**src/rtl/rv32i_types.sv**
```systemverilog
// Shared RV32I fetch types: machine word, BHT counter and reset constants.
// Latency: n/a (types and a pure helper function only).
// Backpressure: n/a.
package rv32i_types;

  typedef logic [31:0] rv32i_word;
  typedef logic [1:0]  bht_ctr_t;

  localparam bht_ctr_t  BHT_WEAK_NT = 2'b01;
  localparam rv32i_word PC_RESET    = 32'h0000_0060;

  // 2-bit saturating counter step: taken counts up to 11, not-taken down to 00
  function automatic bht_ctr_t bht_sat_next(input bht_ctr_t ctr, input logic taken);
    bht_ctr_t nxt;
    nxt = ctr;
    if (taken) begin
      if (ctr != 2'b11) nxt = ctr + 2'd1;
    end else begin
      if (ctr != 2'b00) nxt = ctr - 2'd1;
    end
    return nxt;
  endfunction

endpackage

```
**src/rtl/bht_array.sv**
```systemverilog
// Bimodal branch history table of 2-bit saturating counters, flop-based.
// Latency: read is combinational; an update becomes visible the cycle after it is applied.
// Backpressure: none; the caller gates upd_en (stall, reset) before it reaches this table.
module bht_array
  import rv32i_types::*;
#(
  parameter int IDX_W = 7
) (
  input  logic             clk,
  input  logic             rst,
  input  logic [IDX_W-1:0] rd_idx,
  output bht_ctr_t         rd_ctr,
  input  logic             upd_en,
  input  logic [IDX_W-1:0] upd_idx,
  input  logic             upd_taken
);

  localparam int DEPTH = 1 << IDX_W;

  bht_ctr_t ctr_q [DEPTH];
  bht_ctr_t ctr_d [DEPTH];

  // Read port sees the registered value, so a same-cycle update is not bypassed
  always_comb begin
    rd_ctr = ctr_q[rd_idx];
  end

  // Next counter state: only the addressed entry moves, and only when enabled
  always_comb begin
    ctr_d = ctr_q;
    if (upd_en) begin
      ctr_d[upd_idx] = bht_sat_next(ctr_q[upd_idx], upd_taken);
    end
  end

  // Counter storage; reset clears the whole table to weakly not-taken in one cycle
  always_ff @(posedge clk) begin
    if (rst) begin
      for (int i = 0; i < DEPTH; i++) begin
        ctr_q[i] <= BHT_WEAK_NT;
      end
    end else begin
      ctr_q <= ctr_d;
    end
  end

endmodule

```
**src/rtl/fetch_pc_predictor.sv**
```systemverilog
// Fetch next-PC generator: BTB + bimodal BHT prediction, EX mispredict redirect and BTB training.
// Latency: pc is registered (one cycle per step); prediction, flush and BTB write are combinational.
// Backpressure: stall freezes pc, BHT training, flush and BTB write; EX holds its resolution until stall drops.
module fetch_pc_predictor
  import rv32i_types::*;
#(
  parameter int        BHT_IDX_W = 7,
  parameter rv32i_word RESET_PC  = PC_RESET
) (
  input  logic        clk,
  input  logic        rst,
  input  logic        stall,
  input  logic        btb_hit,
  input  logic        btb_uncond,
  input  logic [31:0] btb_next_pc,
  output logic [31:0] pc,
  output logic        pred_taken,
  output logic [31:0] pred_target,
  input  logic        ex_valid,
  input  logic        ex_is_branch,
  input  logic        ex_is_jal,
  input  logic [31:0] ex_pc,
  input  logic        ex_taken,
  input  logic [31:0] ex_target,
  input  logic        ex_pred_taken,
  input  logic [31:0] ex_pred_target,
  output logic        flush,
  output logic        btb_write,
  output logic [31:0] btb_write_pc,
  output logic [31:0] btb_write_next_pc,
  output logic        btb_is_jal
);

  rv32i_word pc_q;
  rv32i_word pc_d;
  bht_ctr_t  bht_rd_ctr;
  logic      res;
  logic      tgt_diff;
  logic      mis;

  // Counters are indexed by the word-aligned PC bits, matching the BTB index
  bht_array #(
    .IDX_W (BHT_IDX_W)
  ) u_bht (
    .clk       (clk),
    .rst       (rst),
    .rd_idx    (pc_q[BHT_IDX_W+1:2]),
    .rd_ctr    (bht_rd_ctr),
    .upd_en    (res & ex_is_branch),
    .upd_idx   (ex_pc[BHT_IDX_W+1:2]),
    .upd_taken (ex_taken)
  );

  // Resolution qualification, mispredict detection and BTB training request
  always_comb begin
    res               = ex_valid & (ex_is_branch | ex_is_jal) & ~stall & ~rst;
    tgt_diff          = (ex_target != ex_pred_target);
    mis               = res & ((ex_taken != ex_pred_taken) | (ex_taken & tgt_diff));
    flush             = mis;
    btb_write         = res & ex_taken & (~ex_pred_taken | tgt_diff);
    btb_write_pc      = ex_pc;
    btb_write_next_pc = ex_target;
    btb_is_jal        = ex_is_jal;
    pred_taken        = ~rst & btb_hit & (btb_uncond | (bht_rd_ctr >= 2'b10));
    pred_target       = btb_next_pc;
    pc                = pc_q;
  end

  // Next fetch PC: stall holds, mispredict redirects, then prediction, then sequential
  always_comb begin
    pc_d = pc_q + 32'd4;
    if (stall) begin
      pc_d = pc_q;
    end else if (mis) begin
      pc_d = ex_taken ? ex_target : (ex_pc + 32'd4);
    end else if (pred_taken) begin
      pc_d = btb_next_pc;
    end
  end

  // Fetch PC register
  always_ff @(posedge clk) begin
    if (rst) begin
      pc_q <= RESET_PC;
    end else begin
      pc_q <= pc_d;
    end
  end

endmodule

```
**config.mk**
```make
export PLATFORM = sky130hd
export DESIGN_NAME = fetch_pc_predictor
export DESIGN_NICKNAME = d
export VERILOG_FILES = /design/src/rtl/rv32i_types.sv /design/src/rtl/bht_array.sv /design/src/rtl/fetch_pc_predictor.sv
export SDC_FILE = /design/constraint.sdc
export NUM_CORES = 1
export LEC_CHECK = 0
export BUFFER_PORTS_ARGS = -buffer_cell sky130_fd_sc_hd__clkbuf_2
export CAP_MARGIN = 15
export CORE_ASPECT_RATIO = 2
export CORE_MARGIN = 8
export CORE_UTILIZATION = 59
export CTS_CLUSTER_DIAMETER = 40
export DETAILED_ROUTE_END_ITERATION = 8
export GPL_TIMING_DRIVEN = 0
export PLACE_DENSITY = 0.82
export RECOVER_POWER = 25
export SLEW_MARGIN = 25
export SYNTH_ARGS = -nofsm -noshare
export SYNTH_HDL_FRONTEND = slang
export SYNTH_HIERARCHICAL = 1
export SYNTH_SLANG_ARGS = --single-unit
export TNS_END_PERCENT = 10
```
**constraint.sdc**
```tcl
create_clock -name clk -period 4.8 [get_ports clk]
set_input_delay 0.96 -clock clk [delete_from_list [all_inputs] [get_ports clk]]
set_output_delay 0.96 -clock clk [all_outputs]
set_load 0.01 [all_outputs]
```
==> metrics <==
run status finished, violations left; violated checks setup timing; hpwl dp just under 60 mm; min-delay worst type register to register; Routed WL per cell ~28 microns; Peak VDD IR roughly 0.37 mV; Clock Path Buffers 3; Placed Area 20500 sq um; gp weighted congestion 1.07; CP arrival ~5.3 ns; crit path time final between 4 and 5 ns; post-synthesis average cell area ~9.1 sq um; Lkg Pwr 8.07 nW; R2R Setup Slk about 0.05 ns; GRT Overall Usage 41.1%; Mapped Cells between 2000 and 2500; post-route ant nets 0; CP Launch Type input port; Layout area overhead 17.7%; layout cell share with drive strength beyond 1 a little over a third; largest fanout on the critical path 10; CTS Buf Count 30; commonest non-fill, non-tap cell in the layout nor2_1; Worst EP required 5.29 ns; post-route insts no fill about 2800; fillcell total 2482; total power 6.28 mW; critical path class input port to register; syn_nets 2180; Die Area 37600 sq um; Synth Warn # 6; hold buffer count at cts 0; vias in the first global route 18100; Nets 2497; Slew Viols, Final 0; CTS tree built; Die Span X ~140 microns; Rows 92; First-pass DRT Iterations 7; actual slew at the worst max-slew pin 1.22 ns; DP Cell Count 2737; initial antenna violation count 3; largest net degree at the start of global routing 17; final count of hold timing violations 0; clock sinks approximately 290; Tcrit/Tclk final 100%; CORE AREA ~31000 sq um; mapped cell area around 19000 sq um; commonest non-fill, non-tap cells in the layout nor2_1, dfxtp_1, clkbuf_2, nand2_1, nand3_1; CP Capture Type register; total number of vias approximately 19000; Reg clk slew, reported paths 0.07 ns; Remaining DRCs 0; GRT overflow 0; Sequential Area about 5800 sq um; PwrDens slightly below 300 nW/um^2; fmax approximately 210 MHz; setup ws final -0.00770 ns; Die H 266 microns; Multi-input gate area 11000 sq um; MaxCap Viol Count 0; finished layout cell area about 22000 sq um; Iter 0 DRT Violations slightly above 3000; Max-Slew Margin vs Limit roughly 19%; # H-tree levels 1; via/cell ratio between 6 and 7; first-pass GRT wire length approximately 120 mm; clk_lat worst skew between 0.6 and 0.7 ns; initial core utilization 59.3%; Root Driver clkbuf_16; Final Skew around 0.032 ns; WL final 79.8 mm; number of buffers added on ports 269; final setup violation count 4; I/O pins 270
## state kept, by name, indices dropped and copies added, names as in the netlist
name and cells:
pc 32, u_bht/ctr_q 256
## layer usage
layer	part of all wire [%]	routed length (microns)	GRT usage, %
met5	0	0	0
met4	8.4	6710	27.5
met3	16	12500	15.5
met2	40	32100	57.0
met1	36	28500	51.9
## per-stage QoR
step	setup WS [ns]	TNS [ns]	utilization [%]	hold WS [ns]
after floorplan	0.585	0	-	0.453
final	-0.00770	-0.0264	69.9	0.501
after global routing	-0.0155	-0.0155	69.8	0.513
after detailed placement	-0.450	-4.64	65.6	0.484
after global placement	-0.970	-65.23	65.3	0.476
after CTS	0.0127	0	69.3	0.495
## worst max-delay path, cell delays in order
cell and delay, ns:
clkbuf_2 0.17, buf_2 0.38, buf_2 0.47, buf_2 0.39
buf_2 0.36, nand2_1 0.23, nor2_2 0.79, clkbuf_1 0.92
nand2_1 0.31, nor2_1 0.22, a22oi_1 0.09
## final timing paths
check,from,to,cells past startpoint
setup / recovery,ex_pc[3],u_bht/ctr_q[160],11
hold / removal,pc[0],pc[0],1
hold reg to reg,pc[0],pc[0],1
setup reg to reg,pc[2],pc[30],13
## cell type report
class	instances	share of cell area (%)
Clock inverter	19	1.39
Inverter	19	0.327
Antenna cell	4	0.0459
Clock buffer	33	3.59
Multi-Input combinational cell	1464	50.6
Buffer	268	8.31
Sequential cell	288	26.5
Tap cell	423	2.43
Timing Repair Buffer	286	6.78
## power breakdown
group	internal [mW]	total, mW	switching (mW)
Sequential	2.41	2.45	0.0439
Combinational	0.417	1.22	0.801
Clock	1.51	2.61	1.09
Total	4.34	6.28	1.94
## timing repair
| action | 4_1_cts | 5_1_grt |
|---|---|---|
| endpoints found under the setup margin | 10 | 9 |
| pin swaps | 1 | 1 |
| gates resized for setup | 28 | 33 |
| setup buffers | 2 | 10 |
No activity file was read; power rests on OpenSTA's default activity.
